File: config.mk
export PLATFORM = sky130hd
export DESIGN_NAME = host_interface_burst
export DESIGN_NICKNAME = d
export VERILOG_FILES = /design/src/rtl/host_if_pkg.sv /design/src/rtl/host_if_burst_ctr.sv /design/src/rtl/host_interface_burst.sv
export SDC_FILE = /design/constraint.sdc
export NUM_CORES = 1
export LEC_CHECK = 0
export CAP_MARGIN = 25
export CORE_MARGIN = 3
export CORE_UTILIZATION = 45
export CTS_CLUSTER_SIZE = 16
export DETAILED_ROUTE_END_ITERATION = 10
export PLACE_DENSITY = 0.75
export SETUP_SLACK_MARGIN = 0.05
export SLEW_MARGIN = 15
export SYNTH_ARGS = -nofsm -noshare
export SYNTH_HDL_FRONTEND = slang
export SYNTH_SLANG_ARGS = --single-unit
File: constraint.sdc
create_clock -name if_clock -period 2 [get_ports if_clock]
set_clock_uncertainty 0.2 [all_clocks]
set_input_delay 0.2 -clock if_clock [delete_from_list [all_inputs] [get_ports if_clock]]
set_output_delay 0.2 -clock if_clock [all_outputs]
set_load 0.05 [all_outputs]
File: src/rtl/host_if_pkg.sv
// host_if_pkg: op codes, FSM state type and shared defaults for the host burst bridge.
package host_if_pkg;
   localparam int STATE_WIDTH_DEF = 4;
   localparam int OP_SETEP = 1;
   localparam int OP_SETREG = 2;
   localparam int OP_SETLEN = 3;
   localparam int OP_RDDATA = 4;
   localparam int OP_RESETRVAL = 5;
   localparam int OP_SETCFG = 6;
   localparam int OP_WRDATA = 7;
   typedef enum logic [3:0] {
      S_IDLE, S_SETEP, S_SETREG, S_SETLEN, S_RSTV, S_SETCFG, S_WR,
      S_RD_REQ, S_RD_WAIT, S_RD_HOLD, S_RD_DONE
   } fsm_t;
endpackage

File: src/rtl/host_if_burst_ctr.sv
// host_if_burst_ctr: burst length counter and wrapping register-address incrementer.
module host_if_burst_ctr #(
   parameter int ADDR_WIDTH = 16
) (
   input  logic                  if_clock,
   input  logic                  reset,
   input  logic                  load_addr,
   input  logic                  load_len,
   input  logic                  step,
   input  logic                  auto_inc,
   input  logic [ADDR_WIDTH-1:0] load_val,
   output logic [ADDR_WIDTH-1:0] reg_addr,
   output logic [ADDR_WIDTH-1:0] len,
   output logic                  burst_done
);
   always_ff @(posedge if_clock) begin
      if (reset) begin
         reg_addr <= '0;
         len <= '0;
         burst_done <= 1'b0;
      end else begin
         burst_done <= step && len == ADDR_WIDTH'(1);
         if (load_addr) reg_addr <= load_val;
         else if (step) reg_addr <= reg_addr + ADDR_WIDTH'(auto_inc);
         if (load_len) len <= load_val;
         else if (step && len != '0) len <= len - ADDR_WIDTH'(1);
      end
   end
endmodule

File: src/rtl/host_interface_burst.sv
// host_interface_burst: GPIF-style host port to device register bridge with bursts and read prefetch.
module host_interface_burst
   import host_if_pkg::*;
#(
   parameter int DATA_WIDTH = 16,
   parameter int ADDR_WIDTH = 16,
   parameter int STATE_WIDTH = STATE_WIDTH_DEF,
   parameter bit AUTO_INC_DEFAULT = 1'b1
) (
   input  logic                   if_clock,
   input  logic                   reset,
   input  logic [2:0]             ctl,
   input  logic [STATE_WIDTH-1:0] state,
   input  logic [DATA_WIDTH-1:0]  data_in,
   output logic [DATA_WIDTH-1:0]  data_out,
   output logic                   data_oe,
   output logic                   rdy,
   output logic [ADDR_WIDTH-1:0]  diEpAddr,
   output logic [ADDR_WIDTH-1:0]  diRegAddr,
   output logic [DATA_WIDTH-1:0]  diRegDataIn,
   output logic                   diWrite,
   output logic                   diRead,
   output logic                   diReset,
   input  logic [DATA_WIDTH-1:0]  diRegDataOut,
   input  logic                   di_ready,
   input  logic                   di_rd_valid,
   output logic                   burst_done,
   output logic                   proto_err
);
   logic [STATE_WIDTH-1:0] state_q, state_prev;
   logic [2:0] ctl_q;
   logic [DATA_WIDTH-1:0] data_q;
   logic [ADDR_WIDTH-1:0] data_a, len;
   fsm_t fsm, nxt_op;
   logic change, strobe, step, last, load_addr, load_len;
   logic auto_inc, done, first, seen_rd, unused_ctl;
   assign unused_ctl = ^{ctl_q[2], ctl_q[0]};
   always_comb begin
      change = state_q != state_prev;
      strobe = ctl_q[1] && !change;
      data_a = ADDR_WIDTH'(data_q);
      nxt_op = state_q == STATE_WIDTH'(OP_SETEP) ? S_SETEP :
               state_q == STATE_WIDTH'(OP_SETREG) ? S_SETREG :
               state_q == STATE_WIDTH'(OP_SETLEN) ? S_SETLEN :
               state_q == STATE_WIDTH'(OP_RDDATA) ? S_RD_REQ :
               state_q == STATE_WIDTH'(OP_RESETRVAL) ? S_RSTV :
               state_q == STATE_WIDTH'(OP_SETCFG) ? S_SETCFG :
               state_q == STATE_WIDTH'(OP_WRDATA) ? S_WR : S_IDLE;
      load_addr = fsm == S_SETREG && strobe;
      load_len = fsm == S_SETLEN && strobe;
      step = !change && ((fsm == S_WR && diWrite) || (fsm == S_RD_HOLD && strobe));
      last = step && len == ADDR_WIDTH'(1);
   end
   host_if_burst_ctr #(.ADDR_WIDTH(ADDR_WIDTH)) u_ctr (
      .if_clock(if_clock),
      .reset(reset),
      .load_addr(load_addr),
      .load_len(load_len),
      .step(step),
      .auto_inc(auto_inc),
      .load_val(data_a),
      .reg_addr(diRegAddr),
      .len(len),
      .burst_done(burst_done)
   );
   always_ff @(posedge if_clock) begin
      if (reset) begin
         state_q <= '0;
         state_prev <= '0;
         ctl_q <= '0;
         data_q <= '0;
         fsm <= S_IDLE;
         first <= 1'b0;
         done <= 1'b0;
         seen_rd <= 1'b0;
         auto_inc <= AUTO_INC_DEFAULT;
         diEpAddr <= '0;
         diRegDataIn <= '0;
         data_out <= '0;
         data_oe <= 1'b0;
         rdy <= 1'b0;
         diWrite <= 1'b0;
         diRead <= 1'b0;
         diReset <= 1'b0;
         proto_err <= 1'b0;
      end else begin
         state_q <= state;
         ctl_q <= ctl;
         data_q <= data_in;
         state_prev <= state_q;
         first <= change;
         diWrite <= 1'b0;
         diRead <= 1'b0;
         diReset <= 1'b0;
         if (di_rd_valid && seen_rd && !(fsm == S_RD_WAIT && !change)) proto_err <= 1'b1;
         if (change) begin
            fsm <= nxt_op;
            rdy <= 1'b0;
            data_oe <= 1'b0;
            done <= 1'b0;
         end else begin
            case (fsm)
               S_SETEP: begin
                  rdy <= 1'b1;
                  if (strobe) diEpAddr <= data_a;
               end
               S_SETREG, S_SETLEN: rdy <= 1'b1;
               S_SETCFG: begin
                  rdy <= 1'b1;
                  if (strobe) auto_inc <= data_q[0];
               end
               S_RSTV: begin
                  rdy <= 1'b1;
                  diReset <= first;
               end
               S_WR: begin
                  rdy <= di_ready && !done && !last;
                  done <= done | last;
                  if (strobe && rdy) begin
                     diWrite <= 1'b1;
                     diRegDataIn <= data_q;
                  end else if (strobe) proto_err <= 1'b1;
               end
               S_RD_REQ: if (di_ready) begin
                  diRead <= 1'b1;
                  seen_rd <= 1'b1;
                  fsm <= S_RD_WAIT;
               end
               S_RD_WAIT: if (di_rd_valid) begin
                  data_out <= diRegDataOut;
                  data_oe <= 1'b1;
                  rdy <= 1'b1;
                  fsm <= S_RD_HOLD;
               end
               S_RD_HOLD: if (strobe) begin
                  rdy <= 1'b0;
                  fsm <= len == ADDR_WIDTH'(1) ? S_RD_DONE : S_RD_REQ;
               end
               default: rdy <= 1'b0;
            endcase
         end
      end
   end
endmodule

[Yosys cells after proc, flatten, opt, wreduce, memory -nomap -nowiden]
Cells that the tools add are included.
Operators by class
  shifts and indexed selects: 0
  reduce and logical (&&, ||, !) cells: 36
  div/mod/pow operators: 0
  multiply operators: 0
  equal/unequal tests: 23
  add/subtract/negate cells: 2
  mux-type cells: 27
  bitwise operators: 5
  $lt $le $gt $ge: 0
Operators by type and width (count)
  16-bit 2-to-1 mux: 4
  4-bit by 3-bit equality test with 1-bit output, second input constant: 8
  3-bit 2-to-1 mux: 7
  4-bit 2-to-1 mux: 5
  3-bit AND reduction: 6
  16-bit by 1-bit adder with 16-bit output: 1
  16-bit by 1-bit equality test with 1-bit output, second input constant: 1
  4-bit by 2-bit equality test with 1-bit output, second input constant: 4
  16-bit nonzero test: 1
  16-bit by 1-bit subtractor with 16-bit output, second input constant: 1
  1-bit logical AND: 14
  4-bit one-hot mux with 3 select lines: 1
  1-bit 2-to-1 mux: 9
  3-bit != test, second input constant: 3
  3-bit OR reduction: 3
  4-bit by 1-bit equality test with 1-bit output, second input constant: 2
  4-bit equality test, second input constant: 2
  1-bit one-hot mux with 5 select lines: 1
  5-bit OR reduction: 1
  1-bit zero test: 4
  2-bit != test, second input constant: 2
  4-bit != test: 1
  1-bit NOT: 4
  4-bit AND reduction: 1
  other kinds (6): 7
Word-level totals
  memory bits (writable): 0
  word-level logic and storage cells: 114
  memories kept: 0
  bits in latches: 0
  register bits after elaboration: 121
  input bits: 43
  memory bits (read-only): 0

[Logic depth before layout (Yosys ltp)]
  word-level depth: 10
  gate-level depth with buffers: 8
  depth with buffers taken out: 7

[By module]
Synthesis repeated with hierarchy kept, for this count alone.
Second synthesis, totals
  cell total of the unflattened synthesis: 618
  area, all modules: 5296.3 um2
Modules (own cells, without submodules)
  host_interface_burst: times used 1, area each 3384.5 um2, sequential area each 1741.7 um2, cells each 381
  host_if_burst_ctr: times used 1, area each 1911.8 um2, sequential area each 660.6 um2, cells each 237

[Worst setup path after synthesis]
No wires, ideal clock.
  path type: register to register
  start point: register u_ctr.reg_addr[0]
  end point: register u_ctr.reg_addr[11]
  clock period less this slack: 2.366 ns
  data arrival time: 2.091 ns
  library setup time: 0.074 ns
  stages on the path, launching flop included: 7
  path slack: -0.366 ns
  cells stage by stage: dfxtp_1 > ha_1 > and3_1 > nand4_1 > or3_4 > or3_1 > a31oi_1
Between the ends
  word-level cells in the longest chain between the ends: 3
Ends and longest elaborated chain
  start: declaration: RTL line host_if_burst_ctr.sv:12  | output logic [ADDR_WIDTH-1:0] reg_addr,
  start signal: assignment: RTL line host_if_burst_ctr.sv:23  | if (load_addr) reg_addr <= load_val;
  start signal: assignment: RTL line host_if_burst_ctr.sv:24  | else if (step) reg_addr <= reg_addr + ADDR_WIDTH'(auto_inc);
  16-bit by 1-bit adder with 16-bit output: RTL line host_if_burst_ctr.sv:24
  16-bit 2-to-1 mux: RTL line host_if_burst_ctr.sv:24
  16-bit 2-to-1 mux: RTL line host_if_burst_ctr.sv:23
Every way passes these cells. The select of a mux whose other input is x is not followed.
A chain may end at the register's enable or synchronous reset.

[Worst setup path after layout]
  start point: register fsm[0]
  end point: register u_ctr.len[10]
Between the ends
  word-level cells in the longest chain between the ends: 6
  elaborated cells between the ends (all ways): 11
Ends and longest elaborated chain
  start: declaration: RTL line host_interface_burst.sv:34  | fsm_t fsm, nxt_op;
  start signal: assignment: RTL line host_interface_burst.sv:97  | fsm <= nxt_op;
  start signal: assignment: RTL line host_interface_burst.sv:137  | fsm <= len == ADDR_WIDTH'(1) ? S_RD_DONE : S_RD_REQ;
  4-bit by 3-bit equality test with 1-bit output / 4-bit equality test (equally long branches): RTL line host_interface_burst.sv:51  | step = !change && ((fsm == S_WR && diWrite) || (fsm == S_RD_HOLD && strobe));
  1-bit logical AND: RTL line host_interface_burst.sv:51
  1-bit logical OR: RTL line host_interface_burst.sv:51
  1-bit logical AND: RTL line host_interface_burst.sv:51
  1-bit logical AND: RTL line host_if_burst_ctr.sv:26  | else if (step && len != '0) len <= len - ADDR_WIDTH'(1);
  2-bit nonzero test (no line)
  end signal: assignment: RTL line host_if_burst_ctr.sv:25  | if (load_len) len <= load_val;
  end signal: assignment: RTL line host_if_burst_ctr.sv:26
  end: declaration: RTL line host_if_burst_ctr.sv:13  | output logic [ADDR_WIDTH-1:0] len,
Parallel ways exist; a longest one is shown, timed or not.

==> reports/qor.yml <==
async_flop_share_pct: 0
layout.cells.most_common: "sky130_fd_sc_hd__dfxtp_1"
fmax_mhz: 485
grt_antenna_before_repair: 0
yosysUniqueCellTypes: 59
ir_drop_uv: 657
syn-cell-area_sq_um: 5120
clock_tree.buffer_depth: 2
avgSynthCellArea_sq_um: 9.38
critical_path.max_fanout: 6
post-synth-top-area-cell: "sky130_fd_sc_hd__dfxtp_1"
synth_edf_count: 0
globalplace.congestion: 0.882
worstHoldPathType: "in -> reg"
cts_root_buf: "sky130_fd_sc_hd__clkbuf_16"
postPlaceCellArea_sq_um: 6820
placement.io_buffers: 111
final_layout_size_suffix_gt1_share_pct: 26.7
category_of_the_most_critical_setup_path: "reg -> reg"
detail_route.vias_per_cell: 5.66
hpwlAfterDp_um: 10500
tritoncts_num_sinks: 120
start_util_pct: 46.6
yosys.area.top_type_share_pct: 46.9
floorplan.core_area_sq_um: 11000
dr.first_iter.drc_count: 409
p_leak_nw: 3.48
yosys_warnings: 0
design.final.nets: 774
grt_pass1_vias: 4782
fp.dieArea_sq_um: 12700
vias: 4968
final.min_clock_period_ns: 2.06
slew_headroom_pct: 63.3
setup_viol: 6
setup.worst_path.end: "u_ctr.len[10]"
layout.cell_area.non_filler_sq_um: 7890
synth_seq_cells: 120
routed_wirelength_um: 16100
cts_tree: "done"
violations: "negative setup slack"
post-route-period-util_pct: 103
grt_first_pass_wirelength_um: 24000
grt_start_max_net_pins: 32
design.portCount: 114
report.final.hold_viol_count: 0
worst-endpoint-required_ns: 2.14
worst-r2r-cell-count: 5
tightest_slew_ns: 0.552
post_synth_main_area_contributors: "sky130_fd_sc_hd__dfxtp_1 47%, sky130_fd_sc_hd__mux2i_1 11%, sky130_fd_sc_hd__nor2_1 4.8%"
most_used_flip_flop_cell_after_synthesis: "sky130_fd_sc_hd__dfxtp_1"
htree_levels: 4
rrSetupSlack_ns: -0.06
regToRegStartpoint: "fsm[0]"
max-cap-violations: 0
number_of_core_rows: 38
crit_path_start_kind: "flip-flop"
power_per_cell_area_nw_per_um2: 758
globalRouteTotalUtil_pct: 23.7
numCtsBuffers: 17
antennaDiodeCount: 0
cp_arrival_ns: 2.20
die_h_um: 113
mapped_cells: 546
grt_setup_unrepaired: "yes"
r2r-end: "u_ctr.len[10]"
worst_skew_pair.late_latency_ns: 0.42
crit_path_end_kind: "flip-flop"
post_drt_wl_per_cell_um: 18.3
final_antenna_net_count: 0
setup_slack_ns: -0.0607
drt_pre_antenna_iters: 5
areaGrowthSynthToFinish_pct: 54.0
sequential_area_share_after_synthesis_pct: 46.9
timing.critical_path.from: "fsm[0]"
preCtsSetupSlack_ns: -0.0929
drc_errors: 0
run_status: "finished with violations"
synth.net_count: 594
slew_violations: 0
final_cell_mix: "102 x sky130_fd_sc_hd__dfxtp_1, 74 x sky130_fd_sc_hd__buf_4, 63 x sky130_fd_sc_hd__nor2_1"
fp.dieW_um: 113
overflow: 0
cts.reportedPaths.clkPinSlew_ns: 0.06
==> cell type report <==
type / count / area [sq um]
well taps: 140 / 175
inverters: 14 / 52.6
repair buffers: 197 / 1860
clock buffers: 21 / 460
clock inverters: 9 / 125
multi-input cells: 376 / 2790
fillers: 808 / 3090
flip-flops and latches: 120 / 2430
==> routing by layer <==
metal | track usage, % | share of wire (%) | vias to the layer above
li1 | - | - | 2330
met1 | 29.5 | 41 | 2375
met2 | 37.8 | 47 | 230
met3 | 9.11 | 10 | 33
met4 | 8.17 | 1.8 | 0
met5 | 0 | 0 | -
==> worst max-delay path, stage by stage, from the launching register on <==
cell and delay (ns):
sky130_fd_sc_hd__dfxtp_2 0.32, sky130_fd_sc_hd__and4bb_4 0.35, sky130_fd_sc_hd__a22oi_4 0.09, sky130_fd_sc_hd__a211o_4 0.37, sky130_fd_sc_hd__or4_1 0.50, sky130_fd_sc_hd__a31oi_1 0.15
==> sequential cells by signal (all words and copies together), names as in the netlist, 4 cells and up <==
signal          cells
state_prev          4
state_q             4
data_a             16
diEpAddr           16
u_ctr.reg_addr     16
fsm                 4
diRegDataIn        16
data_out           16
u_ctr.len          16
==> worst min-delay path by stage <==
| stage | slack [ns] | endpoint | cells after the start | start |
|---|---|---|---|---|
| 5_1_grt | 0.12 | state_q[3] | 2 | state[3] |
| 6_report | 0.12 | state_q[0] | 2 | state[0] |
| 4_1_cts | 0.11 | state_q[0] | 2 | state[0] |
| 2_1_floorplan | 0.13 | state_q[0] | 1 | state[0] |
| 3_5_place_dp | 0.26 | data_oe | 2 | data_oe |
| 3_3_place_gp | 0.25 | data_oe | 2 | data_oe |
==> power by group <==
part	switching, mW	total, mW	internal [mW]
clock network	1.07	3.07	2.00
logic	0.205	0.432	0.227
registers	0.0490	2.48	2.43
==> metrics by stage <==
| stage | TNS [ns] | power [mW] | utilization, % | instances | hold WS, ns |
|---|---|---|---|---|---|
| floorplan | -0.381 | 2.71 | - | 546 | 0.128 |
| global placement | -0.0649 | 2.88 | 62.1 | 827 | 0.249 |
| detailed placement | -0.251 | 2.89 | 62.1 | 827 | 0.256 |
| CTS | -0.0422 | 5.94 | 68.0 | 862 | 0.111 |
| global route | -1.38 | 6.17 | 71.8 | 877 | 0.122 |
| finish | -0.155 | 5.98 | 71.8 | 877 | 0.122 |
==> what timing repair did <==
action,4_1_cts,5_1_grt
cloned,0,8
hold buffers,1,0
endpoints found under the setup margin,78,81
gates resized for setup,78,51
endpoints found under the hold margin,7,0
pin swaps,6,38
buffers inserted,4,7
==> Yosys cell counts, drive strengths merged, types with 4 or more instances <==
master / n
buf: 16
xnor2: 6
ha: 5
mux2i: 56
or4: 4
nor2b: 29
nand2b: 5
clkbuf: 20
a31oi: 12
o311ai: 7
a211oi: 5
a21oi: 24
nor3: 15
and4: 4
and3: 6
o211ai: 7
or3: 7
nand3: 13
o22ai: 9
dfxtp: 120
nor2: 67
a22oi: 9
inv: 13
o21ai: 8
and2: 4
a32oi: 6
nand4: 6
nand2: 32
==> kinds of logic after synthesis <==
kind of cell    count (synthesis)  share of synthesized area (%)
simple gates                  202                           20.4
flops                         120                           46.9
compound gates                107                           15.2
mux                            56                           10.9
buf+inv                        50                           4.32
xor+xnor                        6                           1.03
fa+ha+maj                       5                           1.22
Note: power is estimated with default switching activity, not from simulation.
